File: src/rtl/snake_pkg.sv
// Shared types and helpers for the snake game controller: game-phase encoding,
// score width and the score-dependent movement period.
package snake_pkg;

   localparam int SCORE_W = 4;
   localparam int TICK_W  = 24;

   localparam logic [SCORE_W-1:0] DEFAULT_WIN_SCORE = 4'd10;

   typedef enum logic [1:0] {
      IDLE = 2'd0,
      PLAY = 2'd1,
      WON  = 2'd2,
      LOST = 2'd3
   } game_state_e;

   // The reduction is formed at full product width so a large score can never wrap
   // the subtraction; anything that would go below zero collapses to the floor.
   function automatic logic [TICK_W-1:0] tickPeriod(
      input logic [SCORE_W-1:0] score,
      input logic [TICK_W-1:0]  base,
      input logic [TICK_W-1:0]  step,
      input logic [TICK_W-1:0]  floorPeriod
   );
      logic [TICK_W+SCORE_W-1:0] reduction;
      logic [TICK_W-1:0]         diff;
      reduction = {{TICK_W{1'b0}}, score} * {{SCORE_W{1'b0}}, step};
      if (reduction >= {{SCORE_W{1'b0}}, base}) begin
         diff = '0;
      end else begin
         diff = base - reduction[TICK_W-1:0];
      end
      return (diff < floorPeriod) ? floorPeriod : diff;
   endfunction

endpackage

File: src/rtl/move_tick_divider.sv
// Programmable divider emitting a one-cycle tick every `period` enabled cycles;
// also usable for attract-mode animation timing.
module move_tick_divider #(
   parameter int W = 24
) (
   input  logic         CLK,
   input  logic         RESET,
   input  logic         enable_i,
   input  logic [W-1:0] period_i,
   output logic         tick_o
);

   logic [W-1:0] cnt_q, cnt_d;
   logic         tick_q, tick_d;
   logic [W-1:0] lastCount;

   assign lastCount = (period_i == '0) ? '0 : period_i - W'(1);

   always_ff @(posedge CLK or posedge RESET) begin
      if (RESET) begin
         cnt_q  <= '0;
         tick_q <= 1'b0;
      end else begin
         cnt_q  <= cnt_d;
         tick_q <= tick_d;
      end
   end

   // A >= compare lets a period that shrinks below the running count fire at once.
   always_comb begin
      cnt_d  = cnt_q;
      tick_d = 1'b0;
      if (!enable_i) begin
         cnt_d = '0;
      end else if (cnt_q >= lastCount) begin
         cnt_d  = '0;
         tick_d = 1'b1;
      end else begin
         cnt_d = cnt_q + W'(1);
      end
   end

   assign tick_o = tick_q;

endmodule

File: src/rtl/snake_game_controller.sv
// Game-phase sequencer for the snake game: turns hit/collision levels into score
// commands and drives a movement tick that speeds up as the score rises.
module snake_game_controller
   import snake_pkg::*;
#(
   parameter logic [SCORE_W-1:0] WIN_SCORE = DEFAULT_WIN_SCORE,
   parameter logic [TICK_W-1:0]  TICK_BASE = 24'd5_000_000,
   parameter logic [TICK_W-1:0]  TICK_STEP = 24'd400_000,
   parameter logic [TICK_W-1:0]  TICK_MIN  = 24'd1_000_000
) (
   input  logic               CLK,
   input  logic               RESET,
   input  logic               START,
   input  logic               TARGET_HIT,
   input  logic               SNAKE_COLLISION,
   input  logic [SCORE_W-1:0] CURRENT_SCORE,
   output logic               SCORE_RESET,
   output logic               REACHED_TARGET,
   output logic               NEW_TARGET,
   output logic               MOVE_TICK,
   output logic [1:0]         GAME_STATE
);

   game_state_e       state_q, state_d;
   logic              startPrev_q, hitPrev_q;
   logic              reached_q, reached_d;
   logic              startRise, hitRise;
   logic              tickEnable;
   logic [TICK_W-1:0] period;

   assign startRise = START & ~startPrev_q;
   assign hitRise   = TARGET_HIT & ~hitPrev_q;

   always_ff @(posedge CLK or posedge RESET) begin
      if (RESET) begin
         state_q     <= IDLE;
         startPrev_q <= 1'b0;
         hitPrev_q   <= 1'b0;
         reached_q   <= 1'b0;
      end else begin
         state_q     <= state_d;
         startPrev_q <= START;
         hitPrev_q   <= TARGET_HIT;
         reached_q   <= reached_d;
      end
   end

   // Collision outranks both winning and scoring, so a simultaneous hit is dropped.
   always_comb begin
      state_d   = state_q;
      reached_d = 1'b0;
      unique case (state_q)
         IDLE: if (startRise) state_d = PLAY;
         PLAY: begin
            if (SNAKE_COLLISION) begin
               state_d = LOST;
            end else if (CURRENT_SCORE >= WIN_SCORE) begin
               state_d = WON;
            end else if (hitRise && !reached_q) begin
               reached_d = 1'b1;
            end
         end
         WON, LOST: if (startRise) state_d = IDLE;
         default: state_d = IDLE;
      endcase
   end

   // Counting starts only the edge after PLAY is entered and stops on the leaving edge.
   assign tickEnable = (state_q == PLAY) && (state_d == PLAY);
   assign period     = tickPeriod(CURRENT_SCORE, TICK_BASE, TICK_STEP, TICK_MIN);

   move_tick_divider #(
      .W (TICK_W)
   ) u_moveTick (
      .CLK      (CLK),
      .RESET    (RESET),
      .enable_i (tickEnable),
      .period_i (period),
      .tick_o   (MOVE_TICK)
   );

   assign REACHED_TARGET = reached_q;
   assign NEW_TARGET     = reached_q;
   assign SCORE_RESET    = (state_q == IDLE);
   assign GAME_STATE     = state_q;

endmodule

File: config.mk
export PLATFORM = sky130hd
export DESIGN_NAME = snake_game_controller
export DESIGN_NICKNAME = d
export VERILOG_FILES = /design/src/rtl/snake_pkg.sv /design/src/rtl/move_tick_divider.sv /design/src/rtl/snake_game_controller.sv
export SDC_FILE = /design/constraint.sdc
export NUM_CORES = 1
export LEC_CHECK = 0
export CELL_PAD_IN_SITES_DETAIL_PLACEMENT = 0
export CELL_PAD_IN_SITES_GLOBAL_PLACEMENT = 1
export CORE_ASPECT_RATIO = 0.75
export CORE_MARGIN = 4
export CORE_UTILIZATION = 25
export CTS_BUF_LIST = sky130_fd_sc_hd__clkbuf_4
export DETAILED_ROUTE_END_ITERATION = 8
export GPL_TIMING_DRIVEN = 0
export HOLD_SLACK_MARGIN = 0.03
export PLACE_DENSITY_LB_ADDON = 0.12
export SLEW_MARGIN = 20
export SYNTH_ARGS = -nofsm -noshare
export SYNTH_HDL_FRONTEND = slang
export SYNTH_SLANG_ARGS = --single-unit
File: constraint.sdc
create_clock -name CLK -period 3.45 [get_ports CLK]
set_clock_uncertainty 0.05 [all_clocks]
set_input_delay 0.69 -clock CLK [delete_from_list [all_inputs] [get_ports CLK]]
set_output_delay 0.69 -clock CLK [all_outputs]
set_load 0.02 [all_outputs]
==> results of run 1 <==
[metrics by stage]
| stage | TNS [ps] | utilization (%) |
|---|---|---|
| 2_1_floorplan | -36860 | - |
| 3_3_place_gp | -77330 | 30.0 |
| 3_5_place_dp | -77880 | 30.0 |
| 4_1_cts | -42760 | 35.5 |
| 5_1_grt | -49060 | 37.0 |
| 6_report | -43840 | 37.0 |
[cell usage after synthesis, types with 2 or more instances]
cell       number
ha_1           45
nor2_1         34
nor3_1         32
dfrtp_1        30
xnor2_1        29
nand2_1        26
xor2_1         20
a21oi_1        18
inv_1          16
nand3_1        13
and3_1         12
a21o_1         11
o21ai_0         8
clkbuf_1        7
nor2b_1         5
o21a_1          5
o21ai_1         5
a211o_1         4
buf_2           4
nand4_1         4
nand4b_1        4
a211oi_1        3
and2_1          3
mux2i_1         3
nand2b_1        3
nor4b_1         3
o211ai_1        3
o21bai_1        3
a2111oi_0       2
a211oi_2        2
a31o_2          2
and3b_1         2
conb_1          2
nand3b_1        2
nor3b_1         2
o2111ai_1       2
o22ai_1         2
or3_1           2
[layout make-up]
cell class                 instances  share of cell area [%]
timing repair buffer              53                    10.1
multi-input combinational        355                    65.8
inverter                          16                    1.23
buffer                            11                    1.95
clock buffer                       6                   0.923
sequential                        30                    15.4
tap                              171                    4.38
clock inverter                     2                   0.179
[cells by family after synthesis]
logic type,share of synthesized area (%)
xor gates and xnor gates,13.0
AOI/OAI and AO/OA,19.9
other,0.219
buffers and inverters,3.32
adders and majority gates,16.4
and+or+nand+nor,24.4
DFF,21.9
muxes,0.875
[worst max-delay path by stage]
stage | slack [ps] | startpoint | to | cells after the start
2_1_floorplan | -1520 | CURRENT_SCORE[1] | u_moveTick.cnt_q[4] | 23
4_1_cts | -1740 | CURRENT_SCORE[1] | u_moveTick.cnt_q[15] | 24
3_5_place_dp | -3190 | CURRENT_SCORE[1] | u_moveTick.cnt_q[11] | 26
3_3_place_gp | -3160 | CURRENT_SCORE[1] | u_moveTick.cnt_q[4] | 26
5_1_grt | -2020 | CURRENT_SCORE[1] | u_moveTick.cnt_q[1] | 26
6_report | -1810 | CURRENT_SCORE[1] | u_moveTick.cnt_q[22] | 25
[registers in the layout, summed over array words and instances (netlist names)]
name               flops
u_moveTick.tick_o      1
GAME_STATE             2
startPrev_q            1
NEW_TARGET             1
hitPrev_q              1
u_moveTick.cnt_q      24
[power groups by stage]
stage	Combinational (mW)	Clock, mW	Sequential (mW)
CTS	0.975	0.230	0.389
finish	1.04	0.216	0.389
floorplan	0.587	0	0.404
detailed placement	0.794	0	0.396
global placement	0.791	0	0.394
global route	1.14	0.242	0.392
[per-layer routing]
layer  track usage (%)  up-vias  share of wire (%)
met5                 0        -                  0
met4             0.806        0               0.13
met3              2.48        2                2.9
met2              18.9       36                 40
met1              21.7     1568                 57
li1                  -     1596                  -
[cell usage in the layout (no fill, tap or decap), types with 11 or more instances in the layout]
master   count
ha_1        33
buf_4       33
dfrtp_1     30
nor2_1      29
nand2_1     24
xnor2_1     23
nor3_2      22
xor2_1      17
inv_1       14
nand3_1     12
a21oi_1     11
[timing repair]
action,in CTS,in global routing
pin swaps,63,26
resized for setup,98,31
gates cloned,2,0
setup buffers,29,8
setup endpoints to repair,25,25
==> results by group, run 1 <==
Run status
  – Outcome: complete, but fails checks
  – Failing checks: setup timing

Floorplan
  – Die Wd: about 140 µm
  – Die Ht: 109 µm
  – Effective utilization at floorplan: 26.0%
  – Die area: 15700 µm²
  – Placeable Area: 13200 µm²
  – IO Pins: 15
  – FP Rows: 36

Worst setup path
  – CP most frequent cell: buf_4
  – Reg-to-reg slack, setup: 560 ps
  – CP Capture Type: flip-flop
  – WP buf/inv: 5
  – Critical Path Max Stage Delay: 430 ps
  – Worst r2r dst: u_moveTick.cnt_q[1]
  – Worst-case reg-to-reg path depth: 12
  – CP Class: in -> reg
  – Crit Path Max Fanout: 7
  – Startpoint types: input port
  – Family with the most delay on the worst path: compound AO/OA/AOI/OAI gates
  – Critical path's slowest cell: o311a_1
  – Arrival time worst endpoint: 5400 ps
  – R2r startpoint: u_moveTick.cnt_q[0]
  – CP required: 3590 ps

Timing
  – Final hold violations: 0
  – Final worst hold slack: 362 ps
  – Max transition margin: between 40% and 50%
  – Final Max Slew Viols: 0
  – Worst-margin pin slew: 843 ps
  – Setup violators final: 25
  – Worst setup margin: -1810 ps
  – Minimum clock period: roughly 5300 ps
  – RSZ-0062 raised after global routing: yes
  – Final worst path period share: 152%
  – Fmax: roughly 190 MHz

Layout
  – Fill count: 1359
  – Layout cells sized above 1: 34.2%
  – Cell area after layout: just under 5000 µm²
  – Multi-input gate area: about 3200 µm²
  – Layout Nets: about 530
  – Diode count: 0
  – Area occupied by registers: between 700 and 800 µm²
  – Finished Layout Cells: 644
  – Area grow syn2layout: 42.3%

Drt
  – WL/cell: approximately 16 µm
  – Total number of vias: 3202
  – Initial DRC count: 147
  – Initial DRT Pass Iterations: 4
  – DR vias/cell: ~5.0
  – DRC: 0
  – ANT nets after route: 0
  – WL final: 10100 µm

Synth
  – Synthesized area: 3430 µm²
  – Avg Inst Size Synth: roughly 8.5 µm²
  – Synth Flop Type: dfrtp_1
  – Fraction of registers with async set or reset after synthesis: 100%
  – Register area share after synthesis: between 20 and 25%
  – Top-area cell type share of the netlist area: 21.9%
  – Synth area leaders: dfrtp_1 22%, ha_1 16%, xnor2_1 7.4%
  – Synth area leader: dfrtp_1
  – Post-synth EDFFs: 0
  – Netlist cell types: 71
  – Yosys warnings: 0
  – Cells after Synth: a little over 400
  – Synthesized flop and latch total: 30

Power and ir drop
  – Sw Ratio: between 40% and 50%
  – Pwr Total: roughly 1.6 mW
  – Switching pwr: 0.702 mW
  – Seq pwr share: between 20% and 30%
  – Combinational power share: 63.1%
  – Clk pwr share: a little over an eighth
  – Leak Pwr: ~2 nW
  – Maximum VDD drop: approximately 0.37 mV
  – Int Power: 0.939 mW
  – Pwr Density: roughly 340 nW/µm²

Worst hold path
  – Hold Crit Start: hitPrev_q
  – Hold endpoint: NEW_TARGET
  – Worst min-delay path category: reg -> reg
  – Hold path cells: 1

Job
  – # Max-Cap Violations: 0

CTS
  – Hold buffer count at CTS: 0
  – CTS tree: yes
  – Clk Latency, worst-skew pair: 340 ps
  – Clock Tree Root: clkbuf_4
  – Htree depth: 2
  – CTS Buffer Depth: 2
  – CTS Buf Count: 5
  – CTS clk-pin slew, worst paths: 110 ps
  – Clock Sinks: 30

Global routing
  – Global route total overflow: 0
  – GR Util All Layers: 13.4%
  – First-pass GRT wire length: 16800 µm
  – Initial antenna violation count: 0
  – Largest net degree at the start of global routing: 31
  – Vias in the first global route: 3186

Placement
  – DP Area: around 4000 µm²
  – Dpl ws: -3190 ps
  – PortBufs: 14
  – RD Place Congestion: 0.773
  – Hpwl dp: 7400 µm
  – Cells after DPL: between 500 and 600
(Power assumes the default switching activity.)
==> run 2: changes to the inputs <==
- CTS_BUF_LIST: sky130_fd_sc_hd__clkbuf_4 -> default
==> run 2 against run 1 <==
  * The run still ends with setup timing left
  * Register-to-register slack worse by 50 ps
  * Routed wire length up 0.77%
  * Flip-flop and latch count unchanged
  * Critical endpoint is now u_moveTick.cnt_q[10]
  * Fmax down 1.6%
  * Sequential share of layout area down 0.42 points
  * Critical path depth unchanged
  * Core utilization up 1.0 points
  * Largest cell class unchanged
==> results by group, run 2 (synthesis results as in run 1) <==
Layout
  – Layout Nets: roughly 530
  – Cell area after layout: 5020 µm²
  – Area grow syn2layout: 46.3%
  – Max FFs per register: 24
  – Fin util: 38.0%
  – Diode count: 0
  – Commonest non-fill, non-tap cell in the layout: buf_4
  – Most frequent cells in the layout: 34 x buf_4, 32 x ha_1, 30 x dfrtp_1
  – Layout cells sized above 1: 34.5%
  – Reg with most FFs: u_moveTick.cnt_q

Placement
  – RD Place Congestion: 0.773
  – Hpwl dp: between 7000 and 8000 µm
  – Dpl ws: -3190 ps
  – DP Area: 3960 µm²
  – PortBufs: 14

Drt
  – DR vias/cell: about 5.0
  – ANT nets after route: 0
  – Initial DRC count: between 100 and 150
  – DR WL met2: 4150 µm
  – WL/cell: 15.9 µm
  – WL final: 10200 µm
  – Met3 WL: 216 µm
  – M1 WL: around 5800 µm
  – Initial DRT Pass Iterations: 4
  – Total number of vias: 3220
  – DRC: 0
  – Top layer used by detailed routing: met4

Timing
  – Max transition margin: 36.9%
  – TNS Setup: -46370 ps
  – Minimum clock period: 5340 ps
  – Final hold violations: 0
  – RSZ-0062 raised after global routing: yes
  – Final worst path period share: 155%
  – Fmax: 187 MHz
  – Final Max Slew Viols: 0
  – Setup violators final: 25
  – Worst setup margin: -1890 ps
  – Worst-margin pin slew: roughly 950 ps

Worst setup path
  – CP Class: in -> reg
  – Crit Path Max Fanout: 8
  – CP Capture Type: flip-flop
  – Arrival time worst endpoint: 5430 ps
  – CP required: 3530 ps
  – Startpoint types: input port

Floorplan
  – Placeable Area: 13200 µm²
  – IO Pins: 15
  – FP Rows: 36
  – Die area: roughly 16000 µm²
  – Die Wd: 143 µm
  – Effective utilization at floorplan: 26.0%
  – Die Ht: approximately 110 µm

Global routing
  – First-pass GRT wire length: between 15000 and 20000 µm
  – Initial antenna violation count: 0
  – Vias in the first global route: between 3000 and 4000
  – GR Util All Layers: 13.4%
  – Global route total overflow: 0
  – Largest net degree at the start of global routing: 31

CTS
  – Clock Tree Root: clkbuf_16
  – CTS Buffer Depth: 2
  – Clock Sinks: 30
  – CTS tree: yes
  – Clk Latency, worst-skew pair: 280 ps
  – CTS clk-pin slew, worst paths: around 50 ps
  – CTS Buf Count: 5
  – Htree depth: 2

Power and ir drop
  – Pwr Density: 374 nW/µm²
  – Pwr Total: between 1.5 and 2 mW
  – Leak Pwr: 2.05 nW
  – Maximum VDD drop: approximately 0.37 mV

Run status
  – Outcome: complete, but fails checks
  – Failing checks: setup timing

Worst hold path
  – Worst min-delay path category: reg -> reg

Job
  – # Max-Cap Violations: 0
run 2: cell types whose count changed in the layout (fill, tap and decap cells not counted), sizes merged:
cell | previous run | this run
clkdlybuf4s15 | 1 | 0
buf | 46 | 47
clkdlybuf4s18 | 0 | 1
clkinv | 2 | 1
run 2: critical path, stage by stage:
cell	delay [ps]
buf_8	100
buf_4	130
ha_1	280
inv_2	50
ha_4	290
ha_4	310
o21ai_2	100
o211ai_1	320
o311ai_4	170
nor3_4	340
nand2_2	120
mux2i_2	240
o21ai_4	90
a21boi_4	180
buf_4	150
buf_6	110
nand2b_1	140
ha_1	270
ha_2	310
o2111ai_1	110
o311a_1	430
nor2_4	140
buf_12	140
clkbuf_8	170
nor3_2	40
run 2: final timing paths:
check | cells past startpoint | end | slack, ps | from
setup / recovery | 25 | u_moveTick.cnt_q[10] | -1890 | CURRENT_SCORE[3]
hold / removal | 1 | NEW_TARGET | 350 | hitPrev_q
setup reg to reg | 13 | u_moveTick.cnt_q[1] | 510 | u_moveTick.cnt_q[0]
hold reg to reg | 1 | NEW_TARGET | 350 | hitPrev_q
max in group asynchronous | 2 | u_moveTick.cnt_q[23] | 2140 | RESET
min in group asynchronous | 2 | hitPrev_q | 770 | RESET
run 2: layout make-up:
type / count / area, µm²
fill: 1333 / 8180
multi-input combinational: 355 / 3250
sequential: 30 / 751
timing repair buffer: 53 / 504
tap: 171 / 214
clock buffer: 7 / 143
buffer: 11 / 91.3
inverter: 16 / 60.1
clock inverter: 1 / 5.00
run 2: metal layers:
| metal | GRT usage [%] | vias up |
|---|---|---|
| li1 | - | 1607 |
| met1 | 21.7 | 1585 |
| met2 | 18.9 | 26 |
| met3 | 2.48 | 2 |
| met4 | 1.01 | 0 |
| met5 | 0 | - |
run 2: what timing repair did:
| action | CTS | global route |
|---|---|---|
| gates cloned | 2 | 0 |
| buffers inserted | 29 | 9 |
| resized for setup | 96 | 38 |
| hold buffers | 0 | 0 |
| setup endpoints to repair | 25 | 25 |
| pin swaps | 62 | 25 |
run 2: report_power, final:
group	leakage (nW)	switching, mW	total, mW	internal [mW]
Clock	0.0739	0.157	0.443	0.286
Combinational	1.57	0.554	1.04	0.489
Sequential	0.409	0.0219	0.390	0.368
run 2: through the flow:
step / hold slack [ps] / cells
after floorplan: 335 / 413
after global placement: 337 / 598
after detailed placement: 347 / 598
after CTS: 354 / 636
after global routing: 394 / 644
final: 354 / 644
